`config.mk`:
```
export PLATFORM = sky130hd
export DESIGN_NAME = nibble_serial_addsub
export DESIGN_NICKNAME = d
export VERILOG_FILES = /design/src/rtl/nibble_serial_addsub_pkg.sv /design/src/rtl/nibble_serial_addsub_cla4.sv /design/src/rtl/nibble_serial_addsub.sv
export SDC_FILE = /design/constraint.sdc
export NUM_CORES = 1
export LEC_CHECK = 0
export ABC_AREA = 1
export CAP_MARGIN = 15
export CORE_ASPECT_RATIO = 0.7
export CORE_MARGIN = 2
export CORE_UTILIZATION = 48
export DETAILED_ROUTE_END_ITERATION = 8
export GPL_TIMING_DRIVEN = 0
export MAX_ROUTING_LAYER = met4
export PLACE_DENSITY_LB_ADDON = 0.1
export SYNTH_ARGS = -nofsm -noshare
export SYNTH_HDL_FRONTEND = slang
export SYNTH_SLANG_ARGS = --single-unit
```
`constraint.sdc`:
```
create_clock -name clk -period 2.5 [get_ports clk]
set_clock_uncertainty 0.15 [all_clocks]
set_input_delay 0.75 -clock clk [delete_from_list [all_inputs] [get_ports clk]]
set_output_delay 0.75 -clock clk [all_outputs]
set_load 0.01 [all_outputs]
```
`src/rtl/nibble_serial_addsub_pkg.sv`:
```
// Shared ALU definitions: FSM state encoding, slice width and flag bit order.
package nibble_serial_addsub_pkg;

    // Control FSM states of the serial add/subtract unit
    typedef enum logic [1:0] {
        ST_IDLE = 2'd0,
        ST_RUN  = 2'd1,
        ST_DONE = 2'd2
    } state_e;

    // Width of one processed slice
    localparam int NIB_W = 4;

    // Bit order of the ALU flag register: {overflow, carry, zero}
    localparam int FLAG_W     = 3;
    localparam int FLAG_ZERO  = 0;
    localparam int FLAG_CARRY = 1;
    localparam int FLAG_OVF   = 2;

endpackage

```
`src/rtl/nibble_serial_addsub_cla4.sv`:
```
// 4-bit carry-lookahead nibble adder, purely combinational.
module nibble_serial_addsub_cla4
    import nibble_serial_addsub_pkg::*;
(
    input  logic [NIB_W-1:0] a,
    input  logic [NIB_W-1:0] b,
    input  logic             cin,
    output logic [NIB_W-1:0] sum,
    output logic             cout
);

    logic [NIB_W-1:0] g;
    logic [NIB_W-1:0] p;
    logic [NIB_W:0]   c;

    // Generate/propagate terms and fully expanded lookahead carries
    always_comb begin
        g    = a & b;
        p    = a ^ b;
        c[0] = cin;
        c[1] = g[0] | (p[0] & cin);
        c[2] = g[1] | (p[1] & g[0]) | (p[1] & p[0] & cin);
        c[3] = g[2] | (p[2] & g[1]) | (p[2] & p[1] & g[0])
             | (p[2] & p[1] & p[0] & cin);
        c[4] = g[3] | (p[3] & g[2]) | (p[3] & p[2] & g[1])
             | (p[3] & p[2] & p[1] & g[0]) | (p[3] & p[2] & p[1] & p[0] & cin);
        sum  = p ^ c[NIB_W-1:0];
        cout = c[NIB_W];
    end

endmodule

```
`src/rtl/nibble_serial_addsub.sv`:
```
// Multi-cycle WIDTH-bit add/subtract: one nibble per cycle through a single
// CLA nibble adder, carry chained through a register. Handshake: start is
// taken only when not busy (IDLE or DONE); busy is high for the NIBBLES RUN
// cycles; done pulses for one cycle with result and flags already valid.
module nibble_serial_addsub
    import nibble_serial_addsub_pkg::*;
#(
    parameter int WIDTH = 16  // multiple of 4, at least 8
) (
    input  logic             clk,
    input  logic             rst,
    input  logic             start,
    input  logic             sub,
    input  logic [WIDTH-1:0] a,
    input  logic [WIDTH-1:0] b,
    output logic             busy,
    output logic             done,
    output logic [WIDTH-1:0] result,
    output logic             carry,
    output logic             overflow,
    output logic             zero
);

    localparam int NIBBLES = WIDTH / NIB_W;
    localparam int IDX_W   = (NIBBLES > 1) ? $clog2(NIBBLES) : 1;
    localparam logic [IDX_W-1:0] LAST_IDX = IDX_W'(NIBBLES - 1);

    state_e            state_q, state_d;
    logic [WIDTH-1:0]  a_q, a_d;
    logic [WIDTH-1:0]  b_q, b_d;      // holds ~b for subtraction
    logic              c_q, c_d;      // chained carry; starts as the sub flag
    logic [IDX_W-1:0]  idx_q, idx_d;
    logic [WIDTH-1:0]  acc_q, acc_d;
    logic [WIDTH-1:0]  result_q, result_d;
    logic [FLAG_W-1:0] flags_q, flags_d;

    logic [NIB_W-1:0]  nib_a;
    logic [NIB_W-1:0]  nib_b;
    logic [NIB_W-1:0]  nib_sum;
    logic              nib_cout;

    // Current slice selection feeding the shared nibble adder
    always_comb begin
        nib_a = a_q[NIB_W*idx_q +: NIB_W];
        nib_b = b_q[NIB_W*idx_q +: NIB_W];
    end

    nibble_serial_addsub_cla4 u_cla (
        .a    (nib_a),
        .b    (nib_b),
        .cin  (c_q),
        .sum  (nib_sum),
        .cout (nib_cout)
    );

    // Next-state, datapath and flag computation
    always_comb begin
        state_d  = state_q;
        a_d      = a_q;
        b_d      = b_q;
        c_d      = c_q;
        idx_d    = idx_q;
        acc_d    = acc_q;
        result_d = result_q;
        flags_d  = flags_q;
        case (state_q)
            ST_IDLE, ST_DONE: begin
                // DONE accepts a new start just like IDLE, so back-to-back
                // operations need no bubble cycle.
                if (start) begin
                    a_d     = a;
                    b_d     = sub ? ~b : b;
                    c_d     = sub;        // +1 of the two's-complement negate
                    idx_d   = '0;
                    acc_d   = '0;
                    state_d = ST_RUN;
                end else begin
                    state_d = ST_IDLE;
                end
            end
            ST_RUN: begin
                acc_d[NIB_W*idx_q +: NIB_W] = nib_sum;
                c_d   = nib_cout;
                idx_d = idx_q + IDX_W'(1);
                if (idx_q == LAST_IDX) begin
                    // Publish on the edge that enters DONE; overflow uses the
                    // already-inverted b so it covers add and subtract alike.
                    state_d             = ST_DONE;
                    result_d            = acc_d;
                    flags_d[FLAG_CARRY] = nib_cout;
                    flags_d[FLAG_OVF]   = (a_q[WIDTH-1] == b_q[WIDTH-1])
                                       && (acc_d[WIDTH-1] != a_q[WIDTH-1]);
                    flags_d[FLAG_ZERO]  = (acc_d == '0);
                end
            end
            default: state_d = ST_IDLE;
        endcase
    end

    // State and datapath registers with synchronous reset
    always_ff @(posedge clk) begin
        if (rst) begin
            state_q  <= ST_IDLE;
            a_q      <= '0;
            b_q      <= '0;
            c_q      <= 1'b0;
            idx_q    <= '0;
            acc_q    <= '0;
            result_q <= '0;
            flags_q  <= '0;
        end else begin
            state_q  <= state_d;
            a_q      <= a_d;
            b_q      <= b_d;
            c_q      <= c_d;
            idx_q    <= idx_d;
            acc_q    <= acc_d;
            result_q <= result_d;
            flags_q  <= flags_d;
        end
    end

    // Outputs decoded only from registers
    always_comb begin
        busy     = (state_q == ST_RUN);
        done     = (state_q == ST_DONE);
        result   = result_q;
        carry    = flags_q[FLAG_CARRY];
        overflow = flags_q[FLAG_OVF];
        zero     = flags_q[FLAG_ZERO];
    end

endmodule

```
== After elaboration in Yosys (flattened, before gate mapping) ==
Cells that the tools add are included.

* Equal/unequal tests: 7
* Shift operators: 4
* Reduce and logical (&&, ||, !) cells: 8
* $add $sub $neg: 2
* Multipliers: 0
* Magnitude comparators: 0
* Divide/modulo/power cells: 0
* Bitwise operators: 30
* Mux-type cells: 11

{| class="wikitable"
|+ Operators with widths
! operator !! count
|-
| $neg A4 Y34 || 1
|-
| $shift A4 B34 Y16 const A || 1
|-
| $shiftx A4 B34 Y16 || 1
|-
| $mux W16 || 2
|-
| $pmux W16 S2 || 1
|-
| $shiftx A16 B5 Y4 || 2
|-
| $and A1 B1 Y1 || 16
|-
| $bwmux W16 || 1
|-
| $logic_not A16 Y1 || 1
|-
| $not A16 Y16 || 1
|-
| $or A1 B1 Y1 || 10
|-
| $pmux W2 S2 || 2
|-
| $xor A4 B4 Y4 || 2
|-
| $reduce_and A2 Y1 || 3
|-
| $and A4 B4 Y4 || 1
|-
| $eq A2 B2 Y1 const B || 2
|-
| $mux W2 || 2
|-
| $add A2 B1 Y2 const B || 1
|-
| $eq A2 B1 Y1 const B || 1
|-
| $logic_not A2 Y1 || 1
|-
| $mux W1 || 2
|-
| $ne A2 B1 Y1 const B || 1
|-
| $ne A2 B2 Y1 const B || 1
|-
| $pmux W1 S2 || 1
|-
| other kinds (5) || 5
|}

* Bits of input ports: 36
* Memories: 0
* Memory bits (writable): 0
* Latch bits: 0
* Logic and storage cells: 70
* Memory bits (read-only): 0
* Flip-flop bits (word level): 72
* Output and inout bits: 21

== Depth between registers and ports, before layout ==
Gate-level depths: netlist of the first run.

* Depth after elaboration: 11
* Mapped depth: 17
* Depth with buffers taken out: 16

== By module ==
Synthesis of the first run repeated with hierarchy kept, for this count alone.

* Cells, all modules: 490
* Area total of the unflattened synthesis: 3512.1 sq um

{| class="wikitable"
|+ By module, submodules not included
! module !! cells an instance !! times used !! sequential area each (sq um) !! area an instance (sq um)
|-
| nibble_serial_addsub || 459 || 1 || 1441.4 || 3323.2
|-
| nibble_serial_addsub_cla4 || 31 || 1 || 0.0 || 188.9
|}

== Worst setup path after synthesis of the first run ==
Ideal clock, no wire load.

* Kind: reg-to-reg
* Start point: reg idx_q[0]
* End point: reg flags_q[0]
* Arrival: 2503 ps
* Buffers on the path: 2
* Stages on the path, launching flop included: 15
* Setup time: 70 ps
* Slack: -223 ps
* Path through: dfxtp_1 -> buf_2 -> clkbuf_1 -> nor2_1 -> o22ai_1 -> fa_1 -> nand3_1 -> o21ai_0 -> nor2_1 -> nand2_1 -> nor2_1 -> nand3_1 -> nor2_1 -> nand2_1 -> a21oi_1

* Word-level cells in the longest chain between the ends: 10

{| class="wikitable"
|+ Ends and longest elaborated chain
! what !! line !! RTL
|-
| start, declared || nibble_serial_addsub.sv:32 || <nowiki>logic [IDX_W-1:0] idx_q, idx_d;</nowiki>
|-
| start signal, assigned || nibble_serial_addsub.sv:116 || <nowiki>idx_q <= idx_d;</nowiki>
|-
| $shiftx A16 B5 Y4, on equally long branches || nibble_serial_addsub.sv:44, nibble_serial_addsub.sv:45 ||
|-
| $xor A4 B4 Y4 or $and A4 B4 Y4 (tied branches) || nibble_serial_addsub_cla4.sv:19, nibble_serial_addsub_cla4.sv:18 ||
|-
| $and A1 B1 Y1, on equally long branches || nibble_serial_addsub_cla4.sv:23, nibble_serial_addsub_cla4.sv:24 ||
|-
| $or A1 B1 Y1, or another cell as far along || nibble_serial_addsub_cla4.sv:23 || <nowiki>c[3] = g[2] | (p[2] & g[1]) | (p[2] & p[1] & g[0])</nowiki>
|-
| $or A1 B1 Y1 or $and A1 B1 Y1 (tied branches) || nibble_serial_addsub_cla4.sv:23, nibble_serial_addsub_cla4.sv:24 ||
|-
| $or A1 B1 Y1 || nibble_serial_addsub_cla4.sv:24 || <nowiki>| (p[2] & p[1] & p[0] & cin);</nowiki>
|-
| $xor A4 B4 Y4 || nibble_serial_addsub_cla4.sv:27 || <nowiki>sum = p ^ c[NIB_W-1:0];</nowiki>
|-
| $shiftx A4 B34 Y16 || nibble_serial_addsub.sv:82 || <nowiki>acc_d[NIB_W*idx_q +: NIB_W] = nib_sum;</nowiki>
|-
| $bwmux W16 || nibble_serial_addsub.sv:82 ||
|-
| $logic_not A16 Y1 || nibble_serial_addsub.sv:93 || <nowiki>flags_d[FLAG_ZERO] = (acc_d == '0);</nowiki>
|-
| end signal, assigned || nibble_serial_addsub.sv:119 || <nowiki>flags_q <= flags_d;</nowiki>
|-
| end, declared || nibble_serial_addsub.sv:35 || <nowiki>logic [FLAG_W-1:0] flags_q, flags_d;</nowiki>
|}

Several ways; a longest one is shown, not always the timed one.
A chain may end at the register's enable or synchronous reset.

== Final worst setup path of the first run ==
Same ends and word-level chain as after synthesis.

==> metrics, run 1 <==
outcome=complete, but fails checks; failing checks=negative setup slack; Via density=5.54; Die Width=105 um; Gate Count Post-Synth=479; Synth Area in Compound Gates=17.6%; Starting Density=50.1%; DRC Markers=0; endpoints failing setup=7; Worst EP required=2.64 ns; gr ovfl total=0; DR pass1 iterations=5; PD cells=634 mW/mm^2; R2R Setup Slk=-0.19 ns; largest delay contributor family on the critical path=simple AND/OR/NAND/NOR gates; FF+latch count, synth=72; die height=74.4 um; clk sinks=72; CP endpoint kind=flop; endpoint of the worst hold path=acc_q[3]; Synth Net Count=527; final hold violations=0; Worst-Skew Late Latency=0.36 ns; share of layout cells above drive strength 1=17.1%; Worst Path Buf+Inv=3; RR Endpoint=flags_q[0]; worst hold stages=2; area added between synthesis and finish=40.1%; I/O pin cnt=57; CP peak stage delay=0.38 ns; Rows=25; TritonCTS buffer count=9; maximum VDD drop=0.000309 V; CP dominant cell by count=nand2_1; layout net count=606; YS warnings=0; H-tree depth=3; Max Cap Viol=0; clk slew on worst S/H paths=0.08 ns; Final ANT Viol Nets=0; Final Hold Slack=0.319 ns; Avg WL per Cell=15.9 um; HPWL after DPL=6.85 mm; Slew headroom=62.0%; Post-Synth Adder-Cell Area=4.64%; initial antenna violation count=0; post-route minimum period=2.69 ns; largest net degree at the start of global routing=14; Crit-path slowest cell=dfxtp_4; largest family of logic cells by synthesized area=simple AND/OR/NAND/NOR gates; leak pwr=0.00189 uW; xor and xnor area share after synthesis=4.12%; post-synthesis simple-gate area fraction=24.0%; fillcell total=566; clk buf depth=2; Post-Route WL=10.5 mm; worst-margin pin slew=0.569 ns; Register-to-Register Path Depth=15; Initial DRC Count=373; GRT Total Usage=27.2%; CP Cell Sequence=buf_6, buf_4, o21ai_2, o22ai_2, ha_4, nand4_1, nand2_1, nand2_2, nand4_1, nand2_1, inv_2, nand3_2, nor2_1, nand2_1, a21oi_2; die area=0.00778 mm^2; final slew viol count=0; fin crit share=108%; Seq/Total Area, Yosys=42.4%; CTS tree=done; min-delay src=acc_q[3]; CP Class=reg2reg; RD Place Congestion=0.952; vias in the first global route=3,235; fmax=0.372 GHz; Via Count=3,632; RSZ-0062 raised after global routing=true; core area=0.00679 mm^2; final worst setup slack=-0.188 ns; Hold WC Path Type=reg2reg; FF-to-FF Start=idx_q[0]; worst path arrival time=2.83 ns; Root Buffer=clkbuf_8; Avg Cell Area, Syn=7.09 um^2; mux contribution to synthesized area=0%; critical-path maximum fanout=6; nature of the critical path startpoint=flop; Antenna Cells=0; IO buf count=55; Power, Total=3020 uW; CTS hold repair buffers=0; synthesized area=0.00340 mm^2; post-synthesis cell type count=25; first-pass GRT wire length=15.8 mm
-- what timing repair did --
| action | in CTS | in global routing |
|---|---|---|
| buffers inserted | 5 | 9 |
| pin swaps | 7 | 28 |
| setup endpoints to repair | 37 | 20 |
| resized for setup | 43 | 62 |
-- worst max-delay path by stage --
stage              from          to  slack [ns]  depth (start not counted)
2_1_floorplan  idx_q[0]  flags_q[0]       0.007                         14
3_3_place_gp   idx_q[1]  flags_q[0]       -0.68                         12
3_5_place_dp   idx_q[1]  flags_q[0]       -0.76                         12
4_1_cts        idx_q[0]  flags_q[0]       -0.18                         16
5_1_grt        idx_q[0]   acc_q[15]       -0.25                         16
6_report       idx_q[0]  flags_q[0]       -0.19                         15
-- registers in the layout (all words and copies together) (netlist names) --
register / cells
state_q: 2
flags_q: 3
acc_q: 16
idx_q: 2
c_q: 1
b_q: 16
result: 16
a_q: 16
-- worst register-to-register path: cells and delay by family (launching register included) --
family,cells,cell delay [ns]
AO/OA/AOI/OAI,3,0.41
adder cells (fa/ha/maj),1,0.31
buffers and inverters,3,0.36
flip-flops,1,0.38
AND/OR/NAND/NOR,8,1.02
-- metal layers --
| layer | part of all wire, % | global-route usage, % |
|---|---|---|
| met1 | 45 | 36.2 |
| met4 | 1.9 | 7.51 |
| met3 | 10 | 8.41 |
| met5 | 0 | - |
| met2 | 43 | 40.2 |
-- through the flow --
stage               cells  setup WS (ns)  TNS [ns]  cell area, um^2  util, %
finish                656         -0.188    -0.760             4760     70.2
CTS                   648         -0.182    -0.182             4480     66.1
global route          656         -0.255     -1.36             4760     70.2
detailed placement    628         -0.758    -12.35             4080     60.1
floorplan             479        0.00671         0             3410        -
global placement      628         -0.682     -9.03             4080     60.1
-- layout make-up --
type	count	area (um^2)	share of cell area, %
multi-input combinational	344	1990	41.9
sequential	72	1450	30.4
timing repair buffer	69	663	13.9
inverter	39	164	3.44
buffer	23	160	3.36
clock buffer	9	124	2.60
tap	94	118	2.47
clock inverter	6	92.6	1.94
-- power by group --
group          total [uW]  internal [uW]  switching (uW)
Combinational         744            317             427
Clock                1030            563             465
Sequential           1250           1200            44.4
Total                3020           2080             937
-- cell families after synthesis --
group                      count (synthesis)
AOI/OAI and AO/OA                        115
xor gates and xnor gates                  16
adders and majority gates                 12
buffers and inverters                     63
DFF                                       72
and+or+nand+nor                          201
-- cells in the final DEF, fill, tap and decap left out, types with 9 or more instances in the layout --
cell              n
nand2_1          87
buf_4            12
dfxtp_1          70
nor2_1           56
o21ai_0          54
ha_1              9
xnor2_1          16
clkbuf_1         11
a21oi_1          33
nand3_1          24
clkbuf_8         10
clkdlybuf4s50_1  54
inv_1            33
-- cell usage after synthesis (all sizes together) --
library cell  number  area [um^2]
nand2             95          357
dfxtp             72         1440
nor2              68          260
o21ai             66          330
inv               38          143
a21oi             35          175
nand3             30          150
clkbuf            16         60.1
xnor2             16          140
ha                11          138
o22ai              9         56.3
buf                8         38.8
nand4              5         31.3
a31oi              2         12.5
or2                2         12.5
a211oi             1         7.51
a2bb2oi            1         8.76
clkinv             1         3.75
fa                 1         20.0
nor3               1         5.00
o21bai             1         7.51
No activity file was read; power rests on OpenSTA's default activity.
==> run 2, diff against run 1 <==
- SLEW_MARGIN: not set -> 10
==> results of run 2 <==
Same layout as run 1: the final DEF is identical, and so are final timing and power.
==> run 3, diff against run 2 <==
- CORE_UTILIZATION: 48 -> 50
- CTS_BUF_LIST: not set -> sky130_fd_sc_hd__clkbuf_4
==> metrics, run 3 (synthesized netlist as in run 1, its figures left out) <==
Via Count=3,551 (-2.2%); HPWL after DPL=6.75 mm (-1.4%); GRT Total Usage=29.8% (+2.6 points); Worst-Skew Late Latency=0.44 ns (+0.08 ns); Final ANT Viol Nets=0 (unchanged); layout net count=609 (+0.50%); final non-filler cell area=0.00464 mm^2 (-2.6%); nature of the critical path startpoint=flop; final hold violations=0 (unchanged); Max Cap Viol=0 (unchanged); CP Class=reg2reg; DR pass1 iterations=7 (+2); endpoints failing setup=6 (-1); gr ovfl total=0 (unchanged); clk sinks=72 (unchanged); share of layout cells above drive strength 1=15.7% (-1.4 points); RSZ-0062 raised after global routing=true; post-route minimum period=2.68 ns (-0.00504 ns); IO buf count=55 (unchanged); Root Buffer=clkbuf_4; CTS tree=done; leak pwr=0.00188 uW (-0.87%); vias in the first global route=3,219 (-0.49%); Starting Density=51.0% (+0.94 points); Hold WC Path Type=reg2reg; fillcell total=582 (+2.8%); CP endpoint kind=flop; H-tree depth=3 (unchanged); most frequent cells in the layout=nand2_1 (88), dfxtp_1 (70), nor2_1 (56); fmax=0.373 GHz (+0.19%); failing checks=negative setup slack; FF-to-FF Start=idx_q[0]; die area=0.00748 mm^2 (-3.8%); largest net degree at the start of global routing=15 (+1); worst-margin pin slew=0.586 ns (+0.0167 ns); die height=73.0 um (-1.9%); clk buf depth=2 (unchanged); R2R Setup Slk=-0.18 ns (about the same); critical-path maximum fanout=12 (+6); total negative slack=-0.459 ns (+0.301 ns); Rows=25 (unchanged); Antenna Cells=0 (unchanged); Slew headroom=60.9% (-1.1 points); area added between synthesis and finish=36.5%; Worst EP required=2.66 ns (+0.02 ns); PD cells=591 mW/mm^2 (-6.8%); Avg WL per Cell=15.5 um (-2.8%); Initial DRC Count=305 (-18%); fin crit share=107% (-0.20 points); RD Place Congestion=0.978 (+2.7%); Post-Route WL=10.2 mm (-2.2%); commonest non-fill, non-tap cell in the layout=nand2_1; final slew viol count=0 (unchanged); Via density=5.38 (-2.8%); initial antenna violation count=0 (unchanged); worst path arrival time=2.84 ns (about the same); placed instance area=0.00408 mm^2 (unchanged); CTS hold repair buffers=0 (unchanged); I/O pin cnt=57 (unchanged); outcome=complete, but fails checks; DRC Markers=0 (unchanged); maximum VDD drop=0.000318 V (+2.8%); min-delay src=acc_q[13]; core area=0.00666 mm^2 (-1.8%); start point of the critical path=idx_q[0]; clk slew on worst S/H paths=0.13 ns (+0.05 ns); first-pass GRT wire length=16.3 mm (+3.5%); TritonCTS buffer count=9 (unchanged); final worst setup slack=-0.183 ns (+0.00504 ns); Die Width=103 um (-1.9%)
## run 3: cell type report
class	count	area (um^2)	area share, %
Multi-Input combinational cell	344	1930	41.5
Sequential cell	72	1450	31.2
Timing Repair Buffer	71	666	14.4
Buffer	24	178	3.83
Inverter	39	159	3.43
Tap cell	94	118	2.54
Clock inverter	7	77.6	1.67
Clock buffer	9	67.6	1.46
## run 3: layer usage
metal / up-vias / share of wire (%) / GRT usage [%] / wire, um
met5: - / 0 / - / 0
met4: 0 / 1.6 / 8.89 / 164
met3: 21 / 10 / 9.10 / 1060
met2: 190 / 43 / 42.1 / 4370
met1: 1607 / 45 / 41.2 / 4630
li1: 1733 / - / - / -
## run 3: path summary, 6_finish.rpt
path	endpoint	depth (start not counted)
max reg2reg	flags_q[0]	14
max	flags_q[0]	14
min	acc_q[13]	2
min reg2reg	acc_q[13]	2
## run 3: report_power, final
part           internal [uW]  switching [uW]
clock                    313             457
combinational            306             421
sequential              1200            42.2
## run 3: what timing repair did
action / 4_1_cts / 5_1_grt
buffers inserted: 14 / 2
endpoints found under the setup margin: 37 / 12
pin swaps: 22 / 7
gates cloned: 0 / 0
resized for setup: 74 / 12
## run 3: through the flow
step	setup slack (ns)	cells	power (uW)	hold WS, ns	utilization [%]
2_1_floorplan	0.00671	479	1600	0.295	-
3_3_place_gp	-0.667	628	1770	0.303	61.2
3_5_place_dp	-0.787	628	1780	0.305	61.2
4_1_cts	-0.0502	658	2690	0.323	69.2
5_1_grt	-0.250	660	2850	0.342	69.6
6_report	-0.183	660	2740	0.325	69.6
## run 3: worst max-delay path, cell delays in order, from the launching register on
cell and delay, ns:
dfxtp_4 0.43, inv_8 0.06, clkbuf_16 0.17, nor2_1 0.17
o22ai_4 0.12, fa_2 0.60, nand3_2 0.11, o21ai_2 0.22
nor2_2 0.08, nand2_1 0.08, nor2_1 0.04, nand3_1 0.10
nor2_1 0.06, nand2_1 0.08, a21oi_1 0.06
